==> config.mk <==
export PLATFORM = sky130hd
export DESIGN_NAME = gmii_tx_arbiter_flat
export DESIGN_NICKNAME = d
export VERILOG_FILES = /design/src/rtl/gmii_pkg.sv /design/src/rtl/gmii_tx_arbiter_if.sv /design/src/rtl/gmii_tx_arbiter_rr_arb2.sv /design/src/rtl/gmii_tx_arbiter.sv /design/src/flat_wrapper.sv
export SDC_FILE = /design/constraint.sdc
export NUM_CORES = 1
export LEC_CHECK = 0
export ABC_CLOCK_PERIOD_IN_PS = 3300
export CORE_ASPECT_RATIO = 1.25
export CORE_UTILIZATION = 40
export DETAILED_ROUTE_END_ITERATION = 12
export HOLD_SLACK_MARGIN = 0.1
export PLACE_DENSITY = 0.76
export SLEW_MARGIN = 20
export SYNTH_ARGS = -nofsm -noshare
export SYNTH_HDL_FRONTEND = slang
export SYNTH_SLANG_ARGS = --single-unit
export TNS_END_PERCENT = 100
==> constraint.sdc <==
create_clock -name GMII_GTXCLK -period 3.3 [get_ports GMII_GTXCLK]
set_clock_uncertainty 0.1 [all_clocks]
set_input_delay 0.66 -clock GMII_GTXCLK [delete_from_list [all_inputs] [get_ports GMII_GTXCLK]]
set_output_delay 0.66 -clock GMII_GTXCLK [all_outputs]
set_load 0.02 [all_outputs]
==> src/rtl/gmii_pkg.sv <==
// Shared types and defaults for the GMII transmit arbiter.
// States, frame limits and GMII framing constants.
package gmii_pkg;

  typedef enum logic [1:0] {
    S_IDLE = 2'd0,
    S_XFER = 2'd1,
    S_IFG  = 2'd2
  } state_t;

  localparam int IFG_BYTES_DEF       = 12;
  localparam int MAX_FRAME_BYTES_DEF = 1526;

  localparam logic [7:0] PREAMBLE_BYTE = 8'h55;
  localparam logic [7:0] SFD_BYTE      = 8'hD5;
  localparam int         PREAMBLE_LEN  = 7;

  function automatic logic [15:0] sat_inc16(
    input logic [15:0] v,
    input logic        en
  );
    return (en && v != 16'hFFFF) ? v + 16'd1 : v;
  endfunction

endpackage

==> src/rtl/gmii_tx_arbiter_if.sv <==
// Two-source frame request / byte stream bundle.
// master = the frame sources, slave = the arbiter.
interface gmii_tx_arbiter_if;
  logic       req0;
  logic       gnt0;
  logic [7:0] d0;
  logic       v0;
  logic       last0;
  logic       req1;
  logic       gnt1;
  logic [7:0] d1;
  logic       v1;
  logic       last1;

  modport master (
    output req0, d0, v0, last0,
    output req1, d1, v1, last1,
    input  gnt0, gnt1
  );

  modport slave (
    input  req0, d0, v0, last0,
    input  req1, d1, v1, last1,
    output gnt0, gnt1
  );
endinterface

==> src/rtl/gmii_tx_arbiter_rr_arb2.sv <==
// Two-way round-robin pick; last=1 means source 1 was
// served most recently, so a tie goes to source 0.
module rr_arb2 (
  input  logic [1:0] req,
  input  logic       last,
  output logic [1:0] gnt
);
  always_comb begin
    gnt = req;
    unique case (req)
      2'b11:   gnt = last ? 2'b01 : 2'b10;
      default: gnt = req;
    endcase
  end
endmodule

==> src/rtl/gmii_tx_arbiter.sv <==
// Two-source GMII transmit arbiter with underrun/oversize abort.
// Optional stats counters under GMII_TX_ARB_STATS_EN.
module gmii_tx_arbiter
  import gmii_pkg::*;
#(
  parameter int IFG_BYTES       = IFG_BYTES_DEF,
  parameter int MAX_FRAME_BYTES = MAX_FRAME_BYTES_DEF
) (
  input  logic               GMII_GTXCLK,
  input  logic               rst_n,
  gmii_tx_arbiter_if.slave   src,
  output logic [7:0]         GMII_TXD,
  output logic               GMII_TXEN,
  output logic               GMII_TXER,
  output logic               busy,
  output logic               abort_p
`ifdef GMII_TX_ARB_STATS_EN
  ,
  output logic [15:0]        frm_cnt0,
  output logic [15:0]        frm_cnt1,
  output logic [15:0]        err_cnt
`endif
);

  localparam int IW =
    (IFG_BYTES > 1) ? $clog2(IFG_BYTES) : 1;
  localparam logic [IW-1:0] IFG_LAST =
    IW'(IFG_BYTES - 1);
  localparam logic [10:0] MAX_CNT =
    11'(MAX_FRAME_BYTES);

  state_t        state_q, state_d;
  logic [1:0]    gnt_q, gnt_d;
  logic          ptr_q, ptr_d;
  logic [10:0]   cnt_q, cnt_d;
  logic [IW-1:0] ifg_q, ifg_d;
  logic [7:0]    txd_q, txd_d;
  logic          txen_q, txen_d;
  logic          txer_q, txer_d;
  logic          abort_q, abort_d;

  logic [1:0]    win;
  logic          sel;
  logic [7:0]    s_d;
  logic          s_v, s_last, s_req;
  logic          done_ok, done_err;

  rr_arb2 u_rr (
    .req  ({src.req1, src.req0}),
    .last (ptr_q),
    .gnt  (win)
  );

  assign sel    = gnt_q[1];
  assign s_d    = sel ? src.d1    : src.d0;
  assign s_v    = sel ? src.v1    : src.v0;
  assign s_last = sel ? src.last1 : src.last0;
  assign s_req  = sel ? src.req1  : src.req0;

  always_comb begin
    state_d  = state_q;
    gnt_d    = gnt_q;
    ptr_d    = ptr_q;
    cnt_d    = cnt_q;
    ifg_d    = ifg_q;
    txd_d    = 8'h00;
    txen_d   = 1'b0;
    txer_d   = 1'b0;
    abort_d  = 1'b0;
    done_ok  = 1'b0;
    done_err = 1'b0;
    unique case (state_q)
      S_IDLE: begin
        if (|win) begin
          gnt_d   = win;
          cnt_d   = '0;
          state_d = S_XFER;
        end
      end
      S_XFER: begin
        // byte MAX+1 without last is an oversize frame
        if (s_v && !(cnt_q == MAX_CNT && !s_last)) begin
          txd_d   = s_d;
          txen_d  = 1'b1;
          cnt_d   = cnt_q + 11'd1;
          done_ok = s_last;
        end else if (s_v || cnt_q != '0) begin
          txen_d   = 1'b1;
          txer_d   = 1'b1;
          abort_d  = 1'b1;
          done_err = 1'b1;
        end else if (!s_req) begin
          gnt_d   = '0;
          state_d = S_IDLE;
        end
        if (done_ok || done_err) begin
          gnt_d   = '0;
          ptr_d   = sel;
          ifg_d   = '0;
          state_d = S_IFG;
        end
      end
      S_IFG: begin
        if (ifg_q == IFG_LAST)
          state_d = S_IDLE;
        else
          ifg_d = ifg_q + 1'b1;
      end
      default: state_d = S_IDLE;
    endcase
  end

  always_ff @(posedge GMII_GTXCLK) begin
    if (!rst_n) begin
      state_q <= S_IDLE;
      gnt_q   <= '0;
      ptr_q   <= 1'b1;
      cnt_q   <= '0;
      ifg_q   <= '0;
      txd_q   <= 8'h00;
      txen_q  <= 1'b0;
      txer_q  <= 1'b0;
      abort_q <= 1'b0;
    end else begin
      state_q <= state_d;
      gnt_q   <= gnt_d;
      ptr_q   <= ptr_d;
      cnt_q   <= cnt_d;
      ifg_q   <= ifg_d;
      txd_q   <= txd_d;
      txen_q  <= txen_d;
      txer_q  <= txer_d;
      abort_q <= abort_d;
    end
  end

  assign src.gnt0  = gnt_q[0];
  assign src.gnt1  = gnt_q[1];
  assign GMII_TXD  = txd_q;
  assign GMII_TXEN = txen_q;
  assign GMII_TXER = txer_q;
  assign abort_p   = abort_q;
  assign busy      = (state_q != S_IDLE);

`ifdef GMII_TX_ARB_STATS_EN
  logic [15:0] frm0_q, frm0_d;
  logic [15:0] frm1_q, frm1_d;
  logic [15:0] err_q, err_d;

  always_comb begin
    frm0_d = sat_inc16(frm0_q, done_ok && !sel);
    frm1_d = sat_inc16(frm1_q, done_ok && sel);
    err_d  = sat_inc16(err_q, done_err);
  end

  always_ff @(posedge GMII_GTXCLK) begin
    if (!rst_n) begin
      frm0_q <= '0;
      frm1_q <= '0;
      err_q  <= '0;
    end else begin
      frm0_q <= frm0_d;
      frm1_q <= frm1_d;
      err_q  <= err_d;
    end
  end

  assign frm_cnt0 = frm0_q;
  assign frm_cnt1 = frm1_q;
  assign err_cnt  = err_q;
`endif

endmodule
==> src/flat_wrapper.sv <==
// flat-port wrapper written by rule: the top's interface ports become plain ports
module gmii_tx_arbiter_flat import gmii_pkg::*;
#(
  parameter int IFG_BYTES       = IFG_BYTES_DEF,
  parameter int MAX_FRAME_BYTES = MAX_FRAME_BYTES_DEF
)
  (GMII_GTXCLK, rst_n, GMII_TXD, GMII_TXEN, GMII_TXER, busy, abort_p, src_req0, src_d0, src_v0, src_last0, src_req1, src_d1, src_v1, src_last1, src_gnt0, src_gnt1);
  gmii_tx_arbiter_if src_i ();
  input  logic GMII_GTXCLK;
  input  logic rst_n;
  output logic [7:0] GMII_TXD;
  output logic GMII_TXEN;
  output logic GMII_TXER;
  output logic busy;
  output logic abort_p;
  input wire logic [$bits(src_i.req0)-1:0] src_req0;
  input wire logic [$bits(src_i.d0)-1:0] src_d0;
  input wire logic [$bits(src_i.v0)-1:0] src_v0;
  input wire logic [$bits(src_i.last0)-1:0] src_last0;
  input wire logic [$bits(src_i.req1)-1:0] src_req1;
  input wire logic [$bits(src_i.d1)-1:0] src_d1;
  input wire logic [$bits(src_i.v1)-1:0] src_v1;
  input wire logic [$bits(src_i.last1)-1:0] src_last1;
  output wire logic [$bits(src_i.gnt0)-1:0] src_gnt0;
  output wire logic [$bits(src_i.gnt1)-1:0] src_gnt1;
  assign src_i.req0 = src_req0;
  assign src_i.d0 = src_d0;
  assign src_i.v0 = src_v0;
  assign src_i.last0 = src_last0;
  assign src_i.req1 = src_req1;
  assign src_i.d1 = src_d1;
  assign src_i.v1 = src_v1;
  assign src_i.last1 = src_last1;
  assign src_gnt0 = src_i.gnt0;
  assign src_gnt1 = src_i.gnt1;
  gmii_tx_arbiter #(.IFG_BYTES(IFG_BYTES), .MAX_FRAME_BYTES(MAX_FRAME_BYTES)) u_core (.GMII_GTXCLK(GMII_GTXCLK), .rst_n(rst_n), .src(src_i), .GMII_TXD(GMII_TXD), .GMII_TXEN(GMII_TXEN), .GMII_TXER(GMII_TXER), .busy(busy), .abort_p(abort_p));
endmodule
# ---- Yosys cells after proc, flatten, opt, wreduce, memory -nomap -nowiden
# Index checks and enable logic that the tools add are counted.
dict set report word_totals {
  ff_bits 30
  in_bits 24
  out_inout_bits 14
  wordCells 70
}
dict set report op_classes {
  add_sub_neg 2
  eq_ne 13
  mux 28
  reduce_logical 19
}
# cell count
set ops {}
lappend ops {{$mux W11} 2}
lappend ops {{$pmux W11 S2} 1}
lappend ops {{$mux W2} 10}
lappend ops {{$add A11 B1 Y11 const B} 1}
lappend ops {{$eq A11 B11 Y1 const B} 1}
lappend ops {{$reduce_bool A11 Y1} 1}
lappend ops {{$reduce_and A5 Y1} 2}
lappend ops {{$mux W1} 9}
lappend ops {{$ne A3 B3 Y1 const B} 3}
lappend ops {{$reduce_and A3 Y1} 3}
lappend ops {{$mux W4} 2}
lappend ops {{$mux W8} 1}
lappend ops {{$ne A2 B1 Y1 const B} 4}
lappend ops {{$pmux W4 S2} 1}
lappend ops {{$pmux W2 S3} 1}
lappend ops {{$reduce_bool A2 Y1} 3}
lappend ops {{$add A4 B1 Y4 const B} 1}
lappend ops {{$eq A2 B2 Y1 const B} 2}
lappend ops {{$eq A4 B4 Y1 const B} 1}
lappend ops {{$pmux W2 S2} 1}
lappend ops {{$reduce_and A2 Y1} 2}
lappend ops {{$eq A2 B1 Y1 const B} 1}
lappend ops {{$logic_and A1 B1 Y1} 2}
lappend ops {{$logic_not A1 Y1} 2}
lappend ops {{other kinds (4)} 5}

# ---- Logic depth before layout (Yosys ltp)
# Gate-level depths: netlist of run 1.
dict set report logic_depth {
  ltp_word 10
  depth_mapped 8
  depth_no_buf 7
}

# ---- Cells and area by module
# A second synthesis of run 1 with hierarchy kept.
dict set report hier_totals {
  hier_cells 163
  area_unflattened_um2 1498.9
}
# mod n_inst cells_each area_each_um2 seq_area_each_um2
set by_module_without_submodules {}
lappend by_module_without_submodules {gmii_tx_arbiter 1 160 1480.2 600.6}
lappend by_module_without_submodules {rr_arb2 1 3 18.8 0.0}

# ---- Least setup slack after synthesis of run 1
# OpenSTA, ideal clock, no wires.
dict set report synth_timing {
  kind {reg-to-reg}
  from {reg u_core.cnt_q[0]}
  to {reg u_core.ifg_q[0]}
  setup_time_ps 117
  t_arrival_ps 2045
  required_time_ps 3083
  setup_slack_ps 1039
  path_stages_with_launch 8
  path_buffers 0
  synth_period_minus_slack_ps 2261
  cell_sequence {dfxtp_1 > inv_1 > ha_1 > or4b_1 > or4_4 > a21boi_4 > o211a_1 > a22o_1}
}
dict set report synth_between {
  elab_chain_cells 9
  word_cells_on_any_way 14
  cone_classes {eq/ne (2); mux (5); reduce/logical (7)}
}
# element line_no
set synth_lines {}
lappend synth_lines {{from (decl)} gmii_tx_arbiter.sv:35} ;# logic [10:0] cnt_q, cnt_d;
lappend synth_lines {{from (signal assigned)} gmii_tx_arbiter.sv:128} ;# cnt_q <= cnt_d;
lappend synth_lines {{$eq A11 B11 Y1} gmii_tx_arbiter.sv:82} ;# if (s_v && !(cnt_q == MAX_CNT && !s_last)) begin
lappend synth_lines {{$logic_and A1 B1 Y1} gmii_tx_arbiter.sv:82}
lappend synth_lines {{$logic_not A1 Y1} gmii_tx_arbiter.sv:82}
lappend synth_lines {{$logic_and A1 B1 Y1} gmii_tx_arbiter.sv:82}
lappend synth_lines {{$mux W1} gmii_tx_arbiter.sv:82}
lappend synth_lines {{$mux W1} gmii_tx_arbiter.sv:72} ;# unique case (state_q)
lappend synth_lines {{$logic_or A1 B1 Y1 (*)} gmii_tx_arbiter.sv:96} ;# if (done_ok || done_err) begin
lappend synth_lines {{$ne A2 B1 Y1 (no line) (*)} -}
lappend synth_lines {{$reduce_and A3 Y1 (no line) (*)} -}
lappend synth_lines {{to (signal assigned)} gmii_tx_arbiter.sv:129} ;# ifg_q <= ifg_d;
lappend synth_lines {{to (decl)} gmii_tx_arbiter.sv:36} ;# logic [IW-1:0] ifg_q, ifg_d;
# Mark *: on every way between the ends. The rest lies on a longest branch, timed or not. The select of a mux whose other input is x is not followed.
# A chain may end at the register's enable or synchronous reset.

# ---- Worst setup path after layout of run 1
dict set report layout_timing {
  from {reg u_core.state_q[1]}
  to {reg u_core.cnt_q[10]}
}
dict set report layout_between {
  elab_chain_cells 3
  word_cells_on_any_way 7
  cone_classes {eq/ne (3); mux (1); reduce/logical (3)}
}
# element line_no
set layout_lines {}
lappend layout_lines {{from (decl)} gmii_tx_arbiter.sv:32} ;# state_t state_q, state_d;
lappend layout_lines {{from (signal assigned)} gmii_tx_arbiter.sv:125} ;# state_q <= state_d;
lappend layout_lines {{$eq A2 B1 Y1 or $logic_not A2 Y1 (tied branches)} gmii_tx_arbiter.sv:72}
lappend layout_lines {{$ne A2 B1 Y1 (no line) or $reduce_bool A2 Y1 (tied branches)} -}
lappend layout_lines {{$reduce_and A3 Y1 (no line)} -}
# Parallel ways exist; a longest one is shown, timed or not.

==> results of run 1 <==
## layout by cell type, fill, tap and decap left out, types with 4 or more instances in the layout
master | Yosys | layout
sky130_fd_sc_hd__xnor2_1 | 10 | 10
sky130_fd_sc_hd__clkdlybuf4s50_1 | 0 | 37
sky130_fd_sc_hd__a211oi_1 | 5 | 5
sky130_fd_sc_hd__a21oi_1 | 4 | 4
sky130_fd_sc_hd__nand3_1 | 14 | 14
sky130_fd_sc_hd__inv_1 | 12 | 12
sky130_fd_sc_hd__dfxtp_1 | 30 | 30
sky130_fd_sc_hd__ha_1 | 7 | 7
sky130_fd_sc_hd__nor2_1 | 20 | 20
sky130_fd_sc_hd__clkbuf_8 | 0 | 5
sky130_fd_sc_hd__nand4_1 | 4 | 4
sky130_fd_sc_hd__nand2_1 | 10 | 10
sky130_fd_sc_hd__mux2i_1 | 8 | 8
## layer usage
layer	GRT usage, %	wire length [µm]
met2	28.9	1830
met1	22.0	1570
met4	7.94	52
met5	0	0
met3	5.32	108
## report_power, final
group	internal, W	switching, W
clock network	0.000145	0.000121
logic	0.000214	0.000294
registers	0.000400	0.0000249
## area by class of cell
class | instances | area share (%)
Multi-Input combinational cell | 132 | 44.3
Tap cell | 54 | 3.20
Sequential cell | 30 | 28.5
Inverter | 12 | 2.13
Clock buffer | 7 | 3.62
Timing Repair Buffer | 39 | 18.3
## registers in the layout, summed over array words and instances (netlist names)
signal            cells
u_core.ifg_q          4
u_core.cnt_q         11
u_core.GMII_TXEN      1
u_core.state_q        2
u_core.gnt_q          2
u_core.ptr_q          1
u_core.GMII_TXD       8
u_core.GMII_TXER      1
## worst reg2reg max path, cell delays in order, from the launching register on
cell and delay (ns):
sky130_fd_sc_hd__dfxtp_1 0.34, sky130_fd_sc_hd__inv_1 0.08, sky130_fd_sc_hd__ha_1 0.64, sky130_fd_sc_hd__inv_1 0.31, sky130_fd_sc_hd__a211o_1 0.44, sky130_fd_sc_hd__a211oi_1 0.29
sky130_fd_sc_hd__xnor2_1 0.15, sky130_fd_sc_hd__nor2_1 0.05
## kinds of logic after synthesis
| logic type | Yosys count |
|---|---|
| simple gates | 69 |
| compound gates | 35 |
| flops | 30 |
| buf+inv | 19 |
| mux | 11 |
| xor+xnor | 10 |
| fa+ha+maj | 7 |
## worst paths after layout
path	from	to	slack [ns]	cells after the start
worst max-delay path	u_core.state_q[1]	u_core.cnt_q[10]	0.75	7
worst min-delay path	u_core.gnt_q[0]	u_core.gnt_q[0]	0.39	2
worst max register to register	u_core.state_q[1]	u_core.cnt_q[10]	0.75	7
worst min register to register	u_core.gnt_q[0]	u_core.gnt_q[0]	0.39	2
## through the flow
| step | power, W | utilization [%] | setup slack, ns | instance area, µm² |
|---|---|---|---|---|
| detailed placement | 0.000940 | 53.3 | 0.567 | 2030 |
| global placement | 0.000931 | 53.3 | 0.581 | 2030 |
| global route | 0.00128 | 55.3 | 0.528 | 2110 |
| floorplan | 0.000776 | - | 1.04 | 1610 |
| CTS | 0.00121 | 55.3 | 0.770 | 2110 |
| finish | 0.00120 | 55.3 | 0.753 | 2110 |
==> run metrics, run 1 <==
arrival time at the worst endpoint=2.58 ns; worst slew margin relative to its limit=between 40% and 50%; final number of hold-violating endpoints=0; transition time of the tightest slew-check pin=0.751 ns; fraction of synthesized area in multiplexers=just over 7%; clk_lat worst skew=roughly 0.28 ns; Post-CTS Setup Inserts=0; initial drt markers=49; Area Growth Syn to Fin=30.9%; Simple-Gate Fraction of Synth Area=approximately 23%; leading post-synthesis cells by cell area=sky130_fd_sc_hd__dfxtp_1 (37%), sky130_fd_sc_hd__ha_1 (5.4%), sky130_fd_sc_hd__xnor2_1 (5.4%), sky130_fd_sc_hd__mux2i_1 (5.0%), sky130_fd_sc_hd__nor2_1 (4.7%); Peak VDD IR=about 0.00023 V; post-synthesis instance area=~1600 µm²; main combinational cell family by area after synthesis=simple AND/OR/NAND/NOR gates; Synth Area per Inst=between 8 and 9 µm²; path type of the worst setup path=flop to flop; #FFs+latches synth=30; quantity of gates resized following cts=0; final total negative setup slack=0 ns; clock period minus final worst setup slack=2.55 ns; Routed wire per std cell=~13 µm; data required time of the worst path=between 3 and 4 ns; drt total wl=~3600 µm; top_reg_cell synth=sky130_fd_sc_hd__dfxtp_1; share of Yosys cell area claimed by the top area cell type=a little under two fifths; kind of start point of the critical path=flop; synthesized netlist net count=roughly 210; area occupied by multi-input gates=roughly 940 µm²; outcome=finished, final reports clean; top cell family by delay on the critical path=compound AO/OA/AOI/OAI gates; part of the Yosys area used for sequential elements=37.2%; port bufs=37; post-detailed-placement half-perimeter wirelength=roughly 2600 µm; via count of the first global-routing pass=roughly 1,300; router iterations before antenna repair=4; Antenna Diode Count=0; async set or reset register ratio after synthesis=0%; worst-path cell chain=inv_1 > ha_1 > inv_1 > a211o_1 > a211oi_1 > xnor2_1 > nor2_1; total core area=3820 µm²; number of distinct standard cells referenced by the synthesized netlist=45; Die W=between 50 and 60 µm; Site Rows=25; synthesized-area fraction occupied by ao, oa, aoi and oai cells=17.1%; die area=approximately 4300 µm²; count of max-cap constraint violations=0; number of enable flip-flop cells after synthesis=0; Max Root-Sink Buffers=2; final period utilization=77.2%; Hold Crit Class=flop to flop; number of fill cells in the layout=361; Clock Tree Root=sky130_fd_sc_hd__clkbuf_8; wire length of the first global-routing pass=between 5000 and 6000 µm; final hold slack=around 0.39 ns; clk sinks=30; most common cell in the netlist=sky130_fd_sc_hd__dfxtp_1; Synth warnings=0; Setup crit end kind=flop; cell type with the highest aggregate area in the netlist=sky130_fd_sc_hd__dfxtp_1; sequential cell area=601 µm²; count of mapped cells out of synthesis=~180; clock slew seen by the registers of the worst setup and hold paths=~0.06 ns; TritonCTS clock tree=built; post-synthesis share of cell area spent on full adders, half adders and majority gates=between 5 and 6%; initial antenna violation count=0; Final Slew Violations=0; Final Setup Violations=0; nets=251; maximum number of pins on one net before global-route repair=23; unrepaired setup endpoints after global routing=no; critical path's largest stage delay=0.64 ns; Global Route Usage Sum=18.0%; I/O pin total=38; number of buffers and inverters on the critical path=2; power density normalized to cell area=568 nW/µm²; max frequency=about 390 MHz; final weighted congestion in routability-driven placement=approximately 0.88; most common cell type on the critical path=sky130_fd_sc_hd__inv_1; ANT nets after route=0; list of most frequent post-synthesis cells=sky130_fd_sc_hd__dfxtp_1 (30), sky130_fd_sc_hd__nor2_1 (20), sky130_fd_sc_hd__nand3_1 (14), sky130_fd_sc_hd__inv_1 (12); CTS hold repair buffers=0; total clock buffers created by CTS=5; DIE HEIGHT=approximately 73 µm; GR Overflow Total=0; post-detailed-route via-to-cell ratio=5.18; Leak=between 0.7 and 0.8 nW; cell with the biggest individual delay on the critical path=sky130_fd_sc_hd__ha_1; synthesized-area fraction occupied by xor and xnor cells=between 5 and 6%; # H-tree levels=2; vias=~1,400; fraction of layout cells with a size suffix above 1=around 8.6%; Initial Util=~42%; final non-filler cell total=274; placed cell count=~270; maximum fanout along the worst path=22; DR DRC count=0
Note: power is estimated with default switching activity, not from simulation.
==> inputs of run 2 (changes only) <==
--- a/config.mk
+++ b/config.mk
@@ -5,7 +5,7 @@
 export SDC_FILE = /design/constraint.sdc
 export NUM_CORES = 1
 export LEC_CHECK = 0
-export ABC_CLOCK_PERIOD_IN_PS = 3300
+export ABC_CLOCK_PERIOD_IN_PS = 2550
 export CORE_ASPECT_RATIO = 1.25
 export CORE_UTILIZATION = 40
 export DETAILED_ROUTE_END_ITERATION = 12
==> constraint.sdc (replaced) <==
create_clock -name GMII_GTXCLK -period 2.55 [get_ports GMII_GTXCLK]
set_clock_uncertainty 0.1 [all_clocks]
set_input_delay 0.51 -clock GMII_GTXCLK [delete_from_list [all_inputs] [get_ports GMII_GTXCLK]]
set_output_delay 0.51 -clock GMII_GTXCLK [all_outputs]
set_load 0.02 [all_outputs]
==> run metrics, run 2 (synthesis results as in run 1) <==
outcome=finished, final reports clean; Max Root-Sink Buffers=2; # H-tree levels=2; clk_lat worst skew=about 0.28 ns; Post-CTS Setup Inserts=0; maximum number of pins on one net before global-route repair=18; router iterations before antenna repair=4; Area Growth Syn to Fin=38.6%; final non-filler cell total=roughly 290; GR Overflow Total=0; total clock buffers created by CTS=5; kind of start point of the critical path=flop; clock period minus final worst setup slack=roughly 2.3 ns; Peak VDD IR=around 0.00033 V; DR DRC count=0; max frequency=434 MHz; clock slew seen by the registers of the worst setup and hold paths=around 0.070 ns; path type of the worst setup path=flop to output port; Largest Register=u_core.cnt_q; Die W=roughly 60 µm; data required time of the worst path=~1.9 ns; Final Setup Violations=0; origin of the worst min-delay path=u_core.gnt_q[0]; Global Route Usage Sum=18.1%; post-detailed-placement half-perimeter wirelength=around 2800 µm; ANT nets after route=0; Antenna Diode Count=0; initial antenna violation count=0; die area=around 4300 µm²; launching instance or port of the critical path=u_core.state_q[1]; drt total wl=between 3000 and 4000 µm; worst slew margin relative to its limit=a little over three fifths; Clock Tree Root=sky130_fd_sc_hd__clkbuf_8; Site Rows=25; reg-to-reg critical path startpoint=u_core.cnt_q[0]; post-route core utilization=approximately three fifths; Initial Util=42.3%; count of max-cap constraint violations=0; vias=1,456; quantity of gates resized following cts=0; area after detailed placement=2140 µm²; transition time of the tightest slew-check pin=between 0.5 and 0.6 ns; number of fill cells in the layout=around 340; Routed wire per std cell=12.4 µm; via count of the first global-routing pass=1,406; post-detailed-route via-to-cell ratio=between 5 and 6; pre-CTS setup slack=-0.0394 ns; fraction of layout cells with a size suffix above 1=between 15 and 20%; final worst setup slack=0.245 ns; Leak=between 0.8 and 0.9 nW; port bufs=37; final period utilization=about nine tenths; Setup crit end kind=output port; most frequent standard cell in the layout excluding fill and tap cells=sky130_fd_sc_hd__clkdlybuf4s50_1; I/O pin total=38; summed area of non-filler cells in the final layout=approximately 2200 µm²; clk sinks=30; leading cell types in the layout, fill and taps excluded=sky130_fd_sc_hd__clkdlybuf4s50_1 (37), sky130_fd_sc_hd__dfxtp_1 (30), sky130_fd_sc_hd__nor2_1 (20); final number of hold-violating endpoints=0; total core area=between 3000 and 4000 µm²; max reg flops=11; initial drt markers=around 70; unrepaired setup endpoints after global routing=no; nets=about 270; placed cell count=roughly 280; sequential cell area=between 600 and 700 µm²; maximum fanout along the worst path=5; arrival time at the worst endpoint=approximately 1.7 ns; wire length of the first global-routing pass=about 5900 µm; TritonCTS clock tree=built; power density normalized to cell area=between 700 and 800 nW/µm²; CTS hold repair buffers=0; Final Slew Violations=0; final weighted congestion in routability-driven placement=0.827; Hold Crit Class=flop to flop; DIE HEIGHT=73.0 µm; area occupied by multi-input gates=936 µm²
-- run 2: changes by cell type in the layout (fill, tap and decap cells not counted) --
cell / change
sky130_fd_sc_hd__clkinv_2: +1
sky130_fd_sc_hd__clkbuf_8: +1
sky130_fd_sc_hd__clkinvlp_4: +1
sky130_fd_sc_hd__clkbuf_1: -2
sky130_fd_sc_hd__buf_4: +14
-- run 2: power by group --
| part | internal (W) | switching (W) |
|---|---|---|
| clock network | 0.000216 | 0.000179 |
| logic | 0.000351 | 0.000401 |
| registers | 0.000518 | 0.0000257 |
| total | 0.00108 | 0.000606 |
-- run 2: layer usage --
metal  GRT usage [%]  wire [µm]  up-vias  share of wire, %
met1            19.9       1520      665                42
met3            5.85        138        7               3.8
li1                -          -      755                 -
met4            10.6         65        0               1.8
met2            30.1       1870       29                52
met5               0          0        -                 0
-- run 2: final cells by class --
| class | count | area share (%) |
|---|---|---|
| well taps | 54 | 3.02 |
| repair buffers | 53 | 21.9 |
| multi-input cells | 132 | 41.9 |
| flip-flops and latches | 30 | 26.9 |
| clock inverters | 2 | 0.560 |
| inverters | 12 | 2.02 |
| clock buffers | 6 | 3.70 |
-- run 2: critical path, cell delays in order (launching register included) --
cell	delay [ns]
sky130_fd_sc_hd__dfxtp_1	0.37
sky130_fd_sc_hd__inv_1	0.08
sky130_fd_sc_hd__ha_1	0.24
sky130_fd_sc_hd__inv_1	0.12
sky130_fd_sc_hd__clkdlybuf4s50_1	0.61
-- run 2: per-stage QoR --
stage          hold slack, ns  setup TNS [ns]  power (W)
6_report                0.393               0    0.00169
5_1_grt                 0.419               0    0.00181
4_1_cts                 0.400               0    0.00170
3_5_place_dp            0.385         -0.0545    0.00130
3_3_place_gp            0.373        -0.00587    0.00130
2_1_floorplan           0.369               0    0.00100
-- run 2: worst paths after layout --
kind / to / slack [ns] / cells past startpoint
setup / recovery: busy / 0.24 / 4
hold / removal: u_core.gnt_q[0] / 0.39 / 2
setup reg to reg: u_core.ifg_q[0] / 0.26 / 7
hold reg to reg: u_core.gnt_q[0] / 0.39 / 2
